===== config.mk =====
export PLATFORM = sky130hd
export DESIGN_NAME = dkong_snd_rom_arb_flat
export DESIGN_NICKNAME = d
export VERILOG_FILES = /design/src/rtl/dkong_snd_rom_arb_if.sv /design/src/rtl/dkong_snd_rom_arb.sv /design/src/flat_wrapper.sv
export SDC_FILE = /design/constraint.sdc
export NUM_CORES = 1
export LEC_CHECK = 0
export ABC_AREA = 0
export CAP_MARGIN = 10
export CORE_UTILIZATION = 54
export CTS_CLUSTER_DIAMETER = 40
export DETAILED_ROUTE_END_ITERATION = 7
export PLACE_DENSITY = 0.85
export SETUP_SLACK_MARGIN = 0.5
export SLEW_MARGIN = 10
export SYNTH_ARGS = -nofsm -noshare
export SYNTH_HDL_FRONTEND = slang
export SYNTH_SLANG_ARGS = --single-unit

===== constraint.sdc =====
create_clock -name I_CLK -period 5.5 [get_ports I_CLK]
set_input_delay 0.825 -clock I_CLK [delete_from_list [all_inputs] [get_ports I_CLK]]
set_output_delay 0.825 -clock I_CLK [all_outputs]
set_load 0.005 [all_outputs]

===== src/rtl/dkong_snd_rom_arb_if.sv =====
// Byte-wide read port between the sound ROM arbiter and the shared memory bridge.
interface dkong_snd_rom_arb_if;
    logic [19:0] O_MEM_A;
    logic        O_MEM_RD;
    logic [7:0]  I_MEM_D;
    logic        I_MEM_DV;

    modport master (output O_MEM_A, output O_MEM_RD, input I_MEM_D, input I_MEM_DV);
    modport slave  (input O_MEM_A, input O_MEM_RD, output I_MEM_D, output I_MEM_DV);
endinterface


===== src/rtl/dkong_snd_rom_arb.sv =====
// Shares one byte-wide ROM read port between the I8035 program fetch and the wav fetch,
// keeping a one-byte tagged cache per requester.
module dkong_snd_rom_arb #(
    parameter logic [19:0] CPU_BASE = 20'h80000,
    parameter logic [19:0] WAV_BASE = 20'h00000,
    parameter int unsigned TIMEOUT  = 255
) (
    input  logic                I_CLK,
    input  logic                I_RST,
    input  logic [11:0]         I_CPU_A,
    output logic [7:0]          O_CPU_D,
    output logic                O_CPU_VALID,
    input  logic [18:0]         I_WAV_A,
    output logic [7:0]          O_WAV_D,
    output logic                O_WAV_VALID,
    dkong_snd_rom_arb_if.master mem,
    output logic                O_ERR
);
    typedef enum logic [1:0] {S_IDLE, S_CPU_WAIT, S_WAV_WAIT} state_t;

    localparam logic [7:0] TIMEOUT_W = 8'(TIMEOUT);

    state_t      r_state;
    state_t      w_next_state;
    logic [11:0] r_cpu_tag;
    logic [18:0] r_wav_tag;
    logic        r_cpu_tv;
    logic        r_wav_tv;
    logic [7:0]  r_cpu_d;
    logic [7:0]  r_wav_d;
    logic        r_last_wav;
    logic [7:0]  r_timer;
    logic [19:0] r_mem_a;
    logic        r_mem_rd;
    logic        r_err;

    logic        w_cpu_valid;
    logic        w_wav_valid;
    logic        w_cpu_pend;
    logic        w_wav_pend;
    logic        w_grant_cpu;
    logic        w_grant_wav;
    logic        w_done;
    logic        w_timeout;

    // The cached byte only counts while the live address still matches its tag.
    assign w_cpu_valid = r_cpu_tv && (r_cpu_tag == I_CPU_A);
    assign w_wav_valid = r_wav_tv && (r_wav_tag == I_WAV_A);
    assign w_cpu_pend  = !w_cpu_valid && (r_state != S_CPU_WAIT);
    assign w_wav_pend  = !w_wav_valid && (r_state != S_WAV_WAIT);

    always_comb begin
        // NOTE: every signal gets a default before the case so no path leaves one unassigned (no latch).
        w_next_state = r_state;
        w_grant_cpu  = 1'b0;
        w_grant_wav  = 1'b0;
        w_done       = 1'b0;
        w_timeout    = 1'b0;
        case (r_state)
            S_IDLE: begin
                if (w_cpu_pend && (!w_wav_pend || r_last_wav)) begin
                    w_grant_cpu  = 1'b1;
                    w_next_state = S_CPU_WAIT;
                end else if (w_wav_pend) begin
                    w_grant_wav  = 1'b1;
                    w_next_state = S_WAV_WAIT;
                end
            end
            S_CPU_WAIT, S_WAV_WAIT: begin
                if (mem.I_MEM_DV) begin
                    w_done       = 1'b1;
                    w_next_state = S_IDLE;
                end else if (r_timer == TIMEOUT_W) begin
                    w_timeout    = 1'b1;
                    w_next_state = S_IDLE;
                end
            end
            default: w_next_state = S_IDLE;
        endcase
    end

    always_ff @(posedge I_CLK or posedge I_RST) begin
        // NOTE: non-blocking assignments so every register samples pre-edge values.
        if (I_RST) r_state <= S_IDLE;
        else       r_state <= w_next_state;
    end

    always_ff @(posedge I_CLK or posedge I_RST) begin
        if (I_RST) begin
            r_cpu_tag  <= '0;
            r_wav_tag  <= '0;
            r_cpu_tv   <= 1'b0;
            r_wav_tv   <= 1'b0;
            r_cpu_d    <= 8'h00;
            r_wav_d    <= 8'h80;
            r_last_wav <= 1'b1;
            r_timer    <= 8'd0;
            r_mem_a    <= '0;
            r_mem_rd   <= 1'b0;
            r_err      <= 1'b0;
        end else begin
            r_mem_rd <= w_grant_cpu || w_grant_wav;
            if (w_grant_cpu) begin
                r_mem_a   <= CPU_BASE + {8'h00, I_CPU_A};
                r_cpu_tag <= I_CPU_A;
                r_cpu_tv  <= 1'b0;
            end
            if (w_grant_wav) begin
                r_mem_a   <= WAV_BASE + {1'b0, I_WAV_A};
                r_wav_tag <= I_WAV_A;
                r_wav_tv  <= 1'b0;
            end
            // Counter starts at 1 in the strobe cycle, so the state leaves WAIT TIMEOUT cycles later.
            if (w_grant_cpu || w_grant_wav) r_timer <= 8'd1;
            else if (r_state != S_IDLE)      r_timer <= r_timer + 8'd1;
            // Data lands even if the address moved on; the tag compare then reports a miss.
            if (w_done) begin
                if (r_state == S_CPU_WAIT) begin
                    r_cpu_d  <= mem.I_MEM_D;
                    r_cpu_tv <= 1'b1;
                end else begin
                    r_wav_d  <= mem.I_MEM_D;
                    r_wav_tv <= 1'b1;
                end
            end
            if (w_done || w_timeout) r_last_wav <= (r_state == S_WAV_WAIT);
            if (w_timeout)           r_err      <= 1'b1;
        end
    end

    assign O_CPU_D      = r_cpu_d;
    assign O_CPU_VALID  = w_cpu_valid;
    assign O_WAV_D      = r_wav_d;
    assign O_WAV_VALID  = w_wav_valid;
    assign mem.O_MEM_A  = r_mem_a;
    assign mem.O_MEM_RD = r_mem_rd;
    assign O_ERR        = r_err;
endmodule


===== src/flat_wrapper.sv =====
// flat-port wrapper written by rule: the top's interface ports become plain ports
module dkong_snd_rom_arb_flat 
#(
    parameter logic [19:0] CPU_BASE = 20'h80000,
    parameter logic [19:0] WAV_BASE = 20'h00000,
    parameter int unsigned TIMEOUT  = 255
)
  (I_CLK, I_RST, I_CPU_A, O_CPU_D, O_CPU_VALID, I_WAV_A, O_WAV_D, O_WAV_VALID, O_ERR, mem_O_MEM_A, mem_O_MEM_RD, mem_I_MEM_D, mem_I_MEM_DV);
  dkong_snd_rom_arb_if mem_i ();
  input  logic I_CLK;
  input  logic I_RST;
  input  logic [11:0] I_CPU_A;
  output logic [7:0] O_CPU_D;
  output logic O_CPU_VALID;
  input  logic [18:0] I_WAV_A;
  output logic [7:0] O_WAV_D;
  output logic O_WAV_VALID;
  output logic O_ERR;
  output wire logic [$bits(mem_i.O_MEM_A)-1:0] mem_O_MEM_A;
  output wire logic [$bits(mem_i.O_MEM_RD)-1:0] mem_O_MEM_RD;
  input wire logic [$bits(mem_i.I_MEM_D)-1:0] mem_I_MEM_D;
  input wire logic [$bits(mem_i.I_MEM_DV)-1:0] mem_I_MEM_DV;
  assign mem_O_MEM_A = mem_i.O_MEM_A;
  assign mem_O_MEM_RD = mem_i.O_MEM_RD;
  assign mem_i.I_MEM_D = mem_I_MEM_D;
  assign mem_i.I_MEM_DV = mem_I_MEM_DV;
  dkong_snd_rom_arb #(.CPU_BASE(CPU_BASE), .WAV_BASE(WAV_BASE), .TIMEOUT(TIMEOUT)) u_core (.I_CLK(I_CLK), .I_RST(I_RST), .I_CPU_A(I_CPU_A), .O_CPU_D(O_CPU_D), .O_CPU_VALID(O_CPU_VALID), .I_WAV_A(I_WAV_A), .O_WAV_D(O_WAV_D), .O_WAV_VALID(O_WAV_VALID), .mem(mem_i), .O_ERR(O_ERR));
endmodule

### Word-level counts from Yosys, hierarchy flattened

Index checks and enable logic that the tools add are counted.

| storage, ports and cells | value |
|---|---|
| bits in registers | 82 |
| input bits | 42 |
| word-level logic and storage cells | 68 |

| operators by class | value |
|---|---|
| $add $sub $neg | 2 |
| eq/ne operators | 9 |
| muxes and demuxes | 25 |
| bitwise gates (word level) | 1 |
| reduce and logical (&&, ||, !) cells | 19 |

Operator list:

| cell | number |
|---|---|
| 20-bit two-way mux | 2 |
| 20-bit by 12-bit adder with 20-bit output, first input constant | 1 |
| 19-bit == test | 1 |
| 1-bit two-way mux | 16 |
| 8-bit two-way mux | 2 |
| 12-bit == test | 1 |
| 8-bit by 1-bit adder with 8-bit output, second input constant | 1 |
| 8-bit == test, second input constant | 1 |
| 2-bit two-way mux | 4 |
| 2-bit AND reduction | 3 |
| 2-bit nonzero test | 3 |
| 1-bit logical AND | 5 |
| 2-bit one-hot mux with 2 select lines | 1 |
| 1-bit logical NOT | 3 |
| 1-bit logical OR | 3 |
| 3-bit by 1-bit != test with 1-bit output, second input constant | 1 |
| 3-bit by 2-bit != test with 1-bit output, second input constant | 1 |
| 2-bit by 1-bit == test with 1-bit output, second input constant | 1 |
| 2-bit == test, second input constant | 1 |
| 2-bit logical NOT | 1 |
| 2-bit by 1-bit != test with 1-bit output, second input constant | 1 |
| 2-bit != test, second input constant | 1 |
| 2-bit OR reduction | 1 |
| 1-bit NOT | 1 |

### Longest topological paths before layout

Gate-level depths: netlist (run 1).

| logic depth | value |
|---|---|
| depth after elaboration | 12 |
| gate-level depth with buffers | 8 |
| depth with buffers taken out | 7 |

### Least setup slack after synthesis (run 1)

OpenSTA, ideal clock, no wires.

| path | value |
|---|---|
| path type | input-to-reg |
| start point | input port I_CPU_A[6] |
| end point | register u_core.r_wav_tag[12] |
| setup time | 0.125 ns |
| arrival | 2.291 ns |
| required time | 5.375 ns |
| slack | 3.084 ns |
| stages on the path | 7 |
| path buffers | 1 |
| cell sequence | xnor2_1 > nand4_1 > nor4_4 > o21ai_2 > or2_1 > buf_6 > mux2_4 |

| between the ends | value |
|---|---|
| longest elaborated chain between the ends | 7 |

RTL lines:

| item | RTL line | source |
|---|---|---|
| from (decl) | flat_wrapper.sv:12 | `input logic [11:0] I_CPU_A;` |
| 12-bit == test | dkong_snd_rom_arb.sv:47 | `assign w_cpu_valid = r_cpu_tv && (r_cpu_tag == I_CPU_A);` |
| 1-bit logical AND | dkong_snd_rom_arb.sv:47 |  |
| net O_CPU_VALID | flat_wrapper.sv:14 | `output logic O_CPU_VALID;` |
| 1-bit logical NOT | dkong_snd_rom_arb.sv:49 | `assign w_cpu_pend = !w_cpu_valid && (r_state != S_CPU_WAIT);` |
| 1-bit logical AND | dkong_snd_rom_arb.sv:49 |  |
| 1-bit logical AND | dkong_snd_rom_arb.sv:61 | `if (w_cpu_pend && (!w_wav_pend \|\| r_last_wav)) begin` |
| 1-bit two-way mux | dkong_snd_rom_arb.sv:61 |  |
| 1-bit two-way mux | dkong_snd_rom_arb.sv:59 | `case (r_state)` |
| to (signal assigned) | dkong_snd_rom_arb.sv:91 | `r_wav_tag <= '0;` |
| to (signal assigned) | dkong_snd_rom_arb.sv:110 | `r_wav_tag <= I_WAV_A;` |
| to (decl) | dkong_snd_rom_arb.sv:26 | `logic [18:0] r_wav_tag;` |

The timed path passes the listed nets, and every way through them passes these cells.
A chain may end at the register's enable or synchronous reset.

### Final worst setup path (run 1)

| path | value |
|---|---|
| start point | input port I_WAV_A[14] |
| end point | register u_core.r_cpu_tag[11] |

| between the ends | value |
|---|---|
| longest elaborated chain between the ends | 9 |

RTL lines:

| item | RTL line | source |
|---|---|---|
| from (decl) | flat_wrapper.sv:15 | `input logic [18:0] I_WAV_A;` |
| 19-bit == test | dkong_snd_rom_arb.sv:48 | `assign w_wav_valid = r_wav_tv && (r_wav_tag == I_WAV_A);` |
| 1-bit logical AND | dkong_snd_rom_arb.sv:48 |  |
| 1-bit logical NOT | dkong_snd_rom_arb.sv:50 | `assign w_wav_pend = !w_wav_valid && (r_state != S_WAV_WAIT);` |
| 1-bit logical AND | dkong_snd_rom_arb.sv:50 |  |
| 1-bit logical NOT | dkong_snd_rom_arb.sv:61 |  |
| 1-bit logical OR | dkong_snd_rom_arb.sv:61 |  |
| 1-bit logical AND | dkong_snd_rom_arb.sv:61 |  |
| 1-bit two-way mux | dkong_snd_rom_arb.sv:61 |  |
| 1-bit two-way mux | dkong_snd_rom_arb.sv:59 |  |
| to (signal assigned) | dkong_snd_rom_arb.sv:90 | `r_cpu_tag <= '0;` |
| to (signal assigned) | dkong_snd_rom_arb.sv:105 | `r_cpu_tag <= I_CPU_A;` |
| to (decl) | dkong_snd_rom_arb.sv:25 | `logic [11:0] r_cpu_tag;` |

No other way between the ends.

==> results.tsv, run 1 <==
metric	value	unit
grt_pass1_vias	2735	
worst_pin_slew	0.910	ns
cellPowerDensity	590	mW/mm^2
outcome	complete, but fails checks	
fin_worst_skew	0.0113	ns
hold_viol	0	
synth_top_family_by_area	compound AO/OA/AOI/OAI gates	
rsz0062_at_grt	false	
grt_overflow	0	
first_pass_iters	7	
critPathCapture	u_core.r_cpu_tag[11]	
ys_top_cells_by_count	80 x dfrtp_1, 32 x xnor2_1, 29 x mux2_2	
place_congestion	0.827	
post-place-ws	1.65	ns
worstSetupEndpointType	register	
cts_tree	built	
syn2layout_area_growth	29.4	%
critPathLaunch	I_WAV_A[14]	
nets	422	
die_w	85.0	um
ys_seq_area_frac	0.553	
n_antenna_cell	0	
postCtsResizedCells	0	
port_buffers	81	
die-height	85.0	um
yosys.area_share.simple	0.0724	
core_region_area	0.00649	sq mm
dp.cells	442	
clock_sinks	82	
synth_edf_count	0	
path_class	input pin to register	
clock_path_buffers	2	
start_util	0.572	
switching_share	0.327	
num_rows	29	
synthFlopType	dfrtp_1	
setup_tns	0	ns
reg2reg_to	u_core.r_cpu_tag[11]	
cts_max_level	3	
drive_above_1_share	0.157	
dp_hpwl	5.73	mm
nFillCells	428	
cp_max_fo	27	
postRouteAntennaNets	0	
drtIter0Drc	218	
hold_buffers	0	
cts_buffers	9	
start_kind	input pin	
fin_crit_sh	0.647	
netlist_instances	293	
synthAdderAreaFrac	0.0135	
rr_worst_depth	6	
drc	5	
post-cts-setup-buffers	0	
power_frac_clock	0.186	
cp_data_arrival_time	3.80	ns
synth_top_area_frac	0.539	
synth.largest_area_cell	dfrtp_1	
routed_wl	8.16	mm
p_int	0.00191	W
synth.net_count	339	
syn_avg_cell_area	12.7	sq um
max_cap_violations	0	
finalMaxSlewViolations	0	
p_comb_frac	0.441	
period_needed	3.56	ns
placed_cell_area	0.00457	sq mm
synth_compound_area_frac	0.124	
grt_util_all_layers	0.250	
min_path_cells	1	
grt_first_pass_wirelength	13.8	mm
setup_ws	1.94	ns
wl_per_cell	17.8	um
top_level_ports	82	
yosysMostFrequentCell	dfrtp_1	
root_buffer	clkbuf_8	
power_leakage	2.15	nW
die-area	0.00722	sq mm
failed_checks	DRC	
pwr-share-seq	0.373	
synth_xor_area_frac	0.0754	
antenna_found_initial	0	
hp-class	register to register	
slew-limit-headroom	0.393	
r2r-start	u_core.r_wav_tag[4]	
vias_per_cell	5.66	
cp_data_required_time	5.74	ns
ys_seq_elements	82	
final_cells	458	
clk_latency	0.35	ns
rrSetupSlack	2.53	ns
holdWs	0.479	ns
netlist_top_cells_area	dfrtp_1 54%, mux2_2 8.8%, xnor2_1 7.5%	
fmax	281	MHz
p_sw	0.000926	W
cts.reportedPaths.clkPinSlew	0.09	ns
setup_viol	0	
syn-cell-area	0.00372	sq mm
synth_warnings	0	
stdcell_area	0.00481	sq mm
synth.distinct_cells	36	
async_reset_ff_frac	1.00	
ir_drop	0.341	mV
muxShareOfSynthArea	0.119	
vias	2593	
grt_max_degree	55	
routing by layer:
layer | vias up | global-route usage | wire, um
li1 | 1209 | - | -
met1 | 1309 | 0.358 | 3780
met2 | 64 | 0.394 | 3980
met3 | 11 | 0.0438 | 288
met4 | 0 | 0.0755 | 112
met5 | - | 0 | 0
state kept, by name, indices dropped and copies added (netlist names):
name	count
u_core.O_CPU_D	8
u_core.O_ERR	1
u_core.O_WAV_D	8
u_core.mem.O_MEM_A	20
u_core.mem.O_MEM_RD	1
u_core.r_cpu_tag	12
u_core.r_cpu_tv	1
u_core.r_last_wav	1
u_core.r_state	2
u_core.r_timer	8
u_core.r_wav_tag	19
u_core.r_wav_tv	1
critical path, stage by stage:
cell	delay, ns
clkdlybuf4s50_1	0.53
xnor2_1	0.14
nand4_1	0.12
nor3_1	0.29
a21o_1	0.60
o211a_1	0.83
mux2_2	0.43
layout by cell type, fill, tap and decap left out, types with 6 or more instances in the layout:
cell,count
a21o_1,14
a221o_1,12
a22o_1,9
clkbuf_8,9
clkdlybuf4s50_1,81
dfrtp_1,80
inv_1,22
mux2_2,29
mux2_4,7
nand4_1,7
nor2_1,6
nor3_1,14
xnor2_1,32
stage by stage:
step | util | total power [W]
5_1_grt | 0.740 | 0.00301
2_1_floorplan | - | 0.00186
6_report | 0.740 | 0.00284
3_3_place_gp | 0.703 | 0.00226
3_5_place_dp | 0.703 | 0.00231
4_1_cts | 0.740 | 0.00285
power by group through the flow:
stage | clock (W) | combinational, W | sequential [W]
6_report | 0.000527 | 0.00125 | 0.00106
3_3_place_gp | 0 | 0.00120 | 0.00105
3_5_place_dp | 0 | 0.00124 | 0.00107
5_1_grt | 0.000560 | 0.00136 | 0.00109
4_1_cts | 0.000535 | 0.00126 | 0.00106
2_1_floorplan | 0 | 0.000813 | 0.00105
layout make-up:
class	count	area [sq um]	share of cell area
Multi-Input combinational cell	177	1500	0.312
Timing Repair Buffer	83	826	0.172
Tap cell	77	96.3	0.0200
Clock inverter	6	115	0.0239
Sequential cell	82	2050	0.427
Inverter	23	87.6	0.0182
Clock buffer	10	128	0.0265
worst min path at each step:
stage          slack (ns)    startpoint           end
2_1_floorplan        0.47  u_core.O_ERR  u_core.O_ERR
3_3_place_gp         0.46  u_core.O_ERR  u_core.O_ERR
3_5_place_dp         0.46  u_core.O_ERR  u_core.O_ERR
4_1_cts              0.48  u_core.O_ERR  u_core.O_ERR
5_1_grt              0.50  u_core.O_ERR  u_core.O_ERR
6_report             0.48  u_core.O_ERR  u_core.O_ERR
logic make-up after synthesis:
group	Yosys count
AND/OR/NAND/NOR	47
flip-flops	82
XOR/XNOR	32
buffers and inverters	34
multiplexers	37
AO/OA/AOI/OAI	57
adder cells (fa/ha/maj)	4
Note: power is estimated with default switching activity, not from simulation.
==> run 2: changes to the inputs <==
- CORE_UTILIZATION: 54 -> 46
- PLACE_DENSITY: 0.85 -> 0.77
- clock period: 5.5 -> 3.1 ns (I/O delays scaled with it)
==> results.tsv, run 2 (synthesis gave the netlist of run 1 again) <==
metric	value	unit	change
p_int	0.00348	W	was 0.00191 W
switching_share	0.320		was 0.327
grt_max_degree	83		was 55
cts.reportedPaths.clkPinSlew	0.08	ns	was 0.09 ns
grt_overflow	0		unchanged
drtIter0Drc	136		was 218
hold_viol	0		unchanged
core_region_area	0.00777	sq mm	was 0.00649 sq mm
cp_data_required_time	2.63	ns	was 5.74 ns
n_antenna_cell	0		unchanged
hp-class	input pin to register		was register to register
cp_data_arrival_time	2.06	ns	was 3.80 ns
met3_usage	0.0290		was 0.0438
die-height	91.9	um	was 85.0 um
clock_sinks	82		unchanged
period_needed	2.52	ns	
place_congestion	0.751		was 0.827
final_cells	490		was 458
cp_max_fo	2		was 27
clock_path_buffers	2		unchanged
cts_buffers	9		unchanged
vias_per_cell	5.30		was 5.66
antenna_found_initial	0		unchanged
dp_hpwl	5.64	mm	was 5.73 mm
worst_pin_slew	0.505	ns	was 0.910 ns
drc	0		was 5
start_util	0.478		was 0.572
die_w	91.9	um	was 85.0 um
nFillCells	622		was 428
final_common_cell	dfrtp_1		was clkdlybuf4s50_1
postRouteAntennaNets	0		unchanged
grt_util_all_layers	0.207		was 0.250
total_power	0.00511	W	was 0.00284 W
num_rows	32		was 29
nets	429		was 422
clk_latency	0.35	ns	about the same
fmax	396	MHz	
fin_worst_skew	0.0136	ns	was 0.0113 ns
wl_per_cell	16.4	um	was 17.8 um
cts_max_level	3		unchanged
grt_pass1_vias	2708		was 2,735
multi_input_area	0.00153	sq mm	was 0.00150 sq mm
path_class	input pin to primary output		was input pin to register
pwr-share-seq	0.366		was 0.373
fin_crit_sh	0.814		
slew-limit-headroom	0.661		was 0.393
grt_first_pass_wirelength	13.5	mm	was 13.8 mm
cts_tree	built		unchanged
outcome	complete, no violations		was complete, but fails checks
root_buffer	clkbuf_8		unchanged
p_sw	0.00164	W	was 0.000926 W
power_leakage	2.32	nW	was 2.15 nW
routed_wl	8.04	mm	was 8.16 mm
vias	2598		was 2,593
start_kind	input pin		unchanged
setup_tns	0	ns	unchanged
met1_usage	0.299		was 0.358
top_usage_layer	met2		unchanged
power_frac_clock	0.179		was 0.186
placed_cell_area	0.00467	sq mm	was 0.00457 sq mm
largest_reg_flops	20		unchanged
syn2layout_area_growth	33.6	%	was 29.4%
finalMaxSlewViolations	0		unchanged
port_buffers	81		unchanged
dp.cells	472		was 442
mostFrequentLayoutCells	80 x dfrtp_1, 63 x clkdlybuf4s50_1, 30 x xnor2_1		was 81 x clkdlybuf4s50_1, 80 x dfrtp_1, 32 x xnor2_1
max_cap_violations	0		unchanged
drive_above_1_share	0.183		was 0.157
seq_area	0.00205	sq mm	unchanged
first_pass_iters	4		was 7
setup_viol	0		unchanged
p_comb_frac	0.455		was 0.441
top_level_ports	82		unchanged
die-area	0.00844	sq mm	was 0.00722 sq mm
stdcell_area	0.00496	sq mm	was 0.00481 sq mm
use_met2	0.307		was 0.394
ir_drop	0.440	mV	was 0.341 mV
worstSetupEndpointType	primary output		was register
rsz0062_at_grt	false		unchanged
cellPowerDensity	1030	mW/mm^2	was 590 mW/mm^2
-- run 2: cell types whose count changed in the layout (fill, tap and decap cells not counted), sizes merged --
cell,previous run,this run
buf,2,9
inv,23,22
dlymetal6s2s,0,9
dlygate4sd2,0,9
clkbuf,10,11
clkdlybuf4s50,81,63
-- run 2: power by group through the flow --
stage | combinational, W | sequential (W) | clock [W]
2_1_floorplan | 0.00144 | 0.00186 | 0
3_3_place_gp | 0.00227 | 0.00186 | 0
3_5_place_dp | 0.00232 | 0.00188 | 0
4_1_cts | 0.00233 | 0.00187 | 0.000932
5_1_grt | 0.00251 | 0.00194 | 0.000981
6_report | 0.00232 | 0.00187 | 0.000918
-- run 2: what timing repair did --
item	in CTS	in global routing
setup buffers	1	1
hold buffers	0	0
hold endpoints to repair	0	0
setup endpoints to repair	2	1
gates resized for setup	12	12
pin swaps	5	7
-- run 2: area by class of cell --
class                   count  share of cell area
clock buffers              11              0.0265
clock inverters             5              0.0207
inverters                  23              0.0176
multi-input cells         177               0.309
flip-flops and latches     82               0.414
well taps                 102              0.0257
repair buffers             90               0.187
-- run 2: metal layers --
layer	wire, um	up-vias
li1	-	1227
met1	3850	1297
met2	3750	64
met3	288	10
met4	150	0
met5	0	-
-- run 2: final timing paths --
path	start	to	slack (ns)	cells after the start
max	I_WAV_A[1]	O_WAV_VALID	0.58	6
min in group asynchronous	I_RST	u_core.O_WAV_D[1]	0.51	3
max in group asynchronous	I_RST	u_core.r_last_wav	2.23	3
min	I_WAV_A[13]	u_core.r_wav_tag[13]	0.47	2
max reg2reg	u_core.r_cpu_tag[3]	u_core.r_wav_tag[18]	0.87	8
min reg2reg	u_core.O_ERR	u_core.O_ERR	0.50	1
-- run 2: metrics by stage --
step	util	setup WS (ns)	hold WS [ns]
finish	0.639	0.575	0.468
global route	0.639	0.495	0.454
CTS	0.632	0.446	0.506
detailed placement	0.601	0.269	0.481
global placement	0.601	0.276	0.455
floorplan	-	0.530	0.466
-- run 2: critical path, stage by stage --
cell and delay, ns:
clkdlybuf4s50_1 0.51, xnor2_1 0.13, nand4_1 0.17, nor2_2 0.14
and2_4 0.16, clkdlybuf4s50_1 0.49
==> run 3: changes to the inputs <==
- CORE_UTILIZATION: 46 -> 50
- PLACE_DENSITY: 0.77 -> 0.79
- clock period: 3.1 -> 2.6 ns (I/O delays scaled with it)
==> results.tsv, run 3 (synthesis gave the netlist of run 1 again) <==
metric	value	unit	change
outcome	complete, no violations		unchanged
ir_drop	0.646	mV	was 0.440 mV
grt_first_pass_wirelength	14.1	mm	was 13.5 mm
clock_path_buffers	2		unchanged
path_class	register to register		was input pin to primary output
cp_max_fo	13		was 2
cp_data_arrival_time	2.53	ns	was 2.06 ns
drc	0		unchanged
clk_latency	0.35	ns	about the same
holdWs	0.486	ns	was 0.468 ns
largest_reg_flops	20		unchanged
cp_data_required_time	2.83	ns	was 2.63 ns
crit_slowest_cell	dfrtp_1		was clkdlybuf4s50_1
dp_hpwl	6.10	mm	was 5.64 mm
nets	463		was 429
routed_wl	8.99	mm	was 8.04 mm
cts_tree	built		unchanged
grt_overflow	0		unchanged
path_buf_inv	4		was 2
grt_max_degree	45		was 83
drtIter0Drc	187		was 136
period_needed	2.30	ns	
die-height	88.2	um	was 91.9 um
antenna_found_initial	0		unchanged
hold_viol	0		unchanged
setup_viol	0		unchanged
slew-limit-headroom	0.631		was 0.661
hp-class	input pin to register		unchanged
worst_pin_slew	0.554	ns	was 0.505 ns
postRouteAntennaNets	0		unchanged
syn2layout_area_growth	41.0	%	was 33.6%
placed_cell_area	0.00483	sq mm	was 0.00467 sq mm
hold_buffers	0		unchanged
place_congestion	0.791		was 0.751
cpMostUsedCell	buf_6		was clkdlybuf4s50_1
dp.cells	492		was 472
first_pass_iters	4		unchanged
mostFrequentLayoutCells	80 x dfrtp_1, 57 x clkdlybuf4s50_1, 31 x buf_4		was 80 x dfrtp_1, 63 x clkdlybuf4s50_1, 30 x xnor2_1
drive_above_1_share	0.273		was 0.183
stdcell_area	0.00524	sq mm	was 0.00496 sq mm
port_buffers	81		unchanged
clock_sinks	82		unchanged
num_rows	31		was 32
fin_worst_skew	0.00831	ns	was 0.0136 ns
n_antenna_cell	0		unchanged
top_level_ports	82		unchanged
start_util	0.515		was 0.478
max_stage_delay	0.40	ns	was 0.51 ns
finalMaxSlewViolations	0		unchanged
power_leakage	2.42	nW	was 2.32 nW
rsz0062_at_grt	true		was false
start_kind	register		was input pin
core_region_area	0.00721	sq mm	was 0.00777 sq mm
fin_crit_sh	0.883		
setup_tns	0	ns	unchanged
final_cells	520		was 490
cts_buffers	9		unchanged
grt_util_all_layers	0.243		was 0.207
die-area	0.00778	sq mm	was 0.00844 sq mm
wl_per_cell	17.3	um	was 16.4 um
grt_pass1_vias	2841		was 2,708
cp_top_family	buffers and inverters		unchanged
cts.reportedPaths.clkPinSlew	0.08	ns	about the same
cts_max_level	3		unchanged
root_buffer	clkbuf_8		unchanged
vias_per_cell	5.40		was 5.30
final_common_cell	dfrtp_1		unchanged
max_cap_violations	0		unchanged
worstSetupEndpointType	register		was primary output
vias	2808		was 2,598
path_cells	xnor2_1 -> nand4_1 -> nor3_2 -> buf_4 -> buf_6 -> buf_6 -> a21o_1 -> o211a_4 -> buf_12 -> mux2_2		was clkdlybuf4s50_1 -> xnor2_1 -> nand4_1 -> nor2_2 -> and2_4 -> clkdlybuf4s50_1
fmax	435	MHz	
cellPowerDensity	1220	mW/mm^2	was 1030 mW/mm^2
die_w	88.2	um	was 91.9 um
-- run 3: layout make-up --
| type | instances | area [sq um] |
|---|---|---|
| flip-flops and latches | 82 | 2050 |
| fillers | 515 | 1970 |
| multi-input cells | 177 | 1570 |
| repair buffers | 124 | 1220 |
| clock buffers | 10 | 128 |
| well taps | 99 | 124 |
| inverters | 23 | 90.1 |
| clock inverters | 5 | 56.3 |
-- run 3: power breakdown --
group	total, W	internal (W)	leakage [nW]	switching [W]
Combinational	0.00326	0.00198	1.33	0.00128
Clock	0.000888	0.000437	0.0921	0.000450
Sequential	0.00226	0.00188	1.00	0.000378
-- run 3: per-layer routing --
| layer | global-route usage | part of all wire |
|---|---|---|
| met2 | 0.392 | 0.49 |
| met5 | 0 | 0 |
| met4 | 0.0997 | 0.020 |
| met1 | 0.325 | 0.44 |
| met3 | 0.0485 | 0.044 |
-- run 3: repair_timing --
action	CTS	global route
buffers inserted	7	3
cloned	2	1
setup endpoints to repair	47	60
resized for setup	38	14
pin swaps	18	23
-- run 3: through the flow --
step / setup WS (ns) / util / total power [W]
after floorplan: 0.618 / - / 0.00393
after global placement: 0.0115 / 0.670 / 0.00500
after detailed placement: -0.0135 / 0.670 / 0.00511
after CTS: 0.347 / 0.712 / 0.00625
after global routing: 0.227 / 0.726 / 0.00678
final: 0.303 / 0.726 / 0.00640
-- run 3: final timing paths --
kind                                     startpoint                      to  slack [ns]  cells after the start
worst max-delay path            u_core.r_wav_tag[0]     u_core.r_cpu_tag[0]        0.30                     10
worst min-delay path                     I_CPU_A[2]   u_core.mem.O_MEM_A[2]        0.49                      2
max in group asynchronous                     I_RST  u_core.mem.O_MEM_A[19]        1.66                      3
worst min register to register         u_core.O_ERR            u_core.O_ERR        0.49                      1
worst max register to register  u_core.r_wav_tag[0]     u_core.r_cpu_tag[0]        0.30                     10
min in group asynchronous                     I_RST  u_core.mem.O_MEM_A[18]        0.52                      3
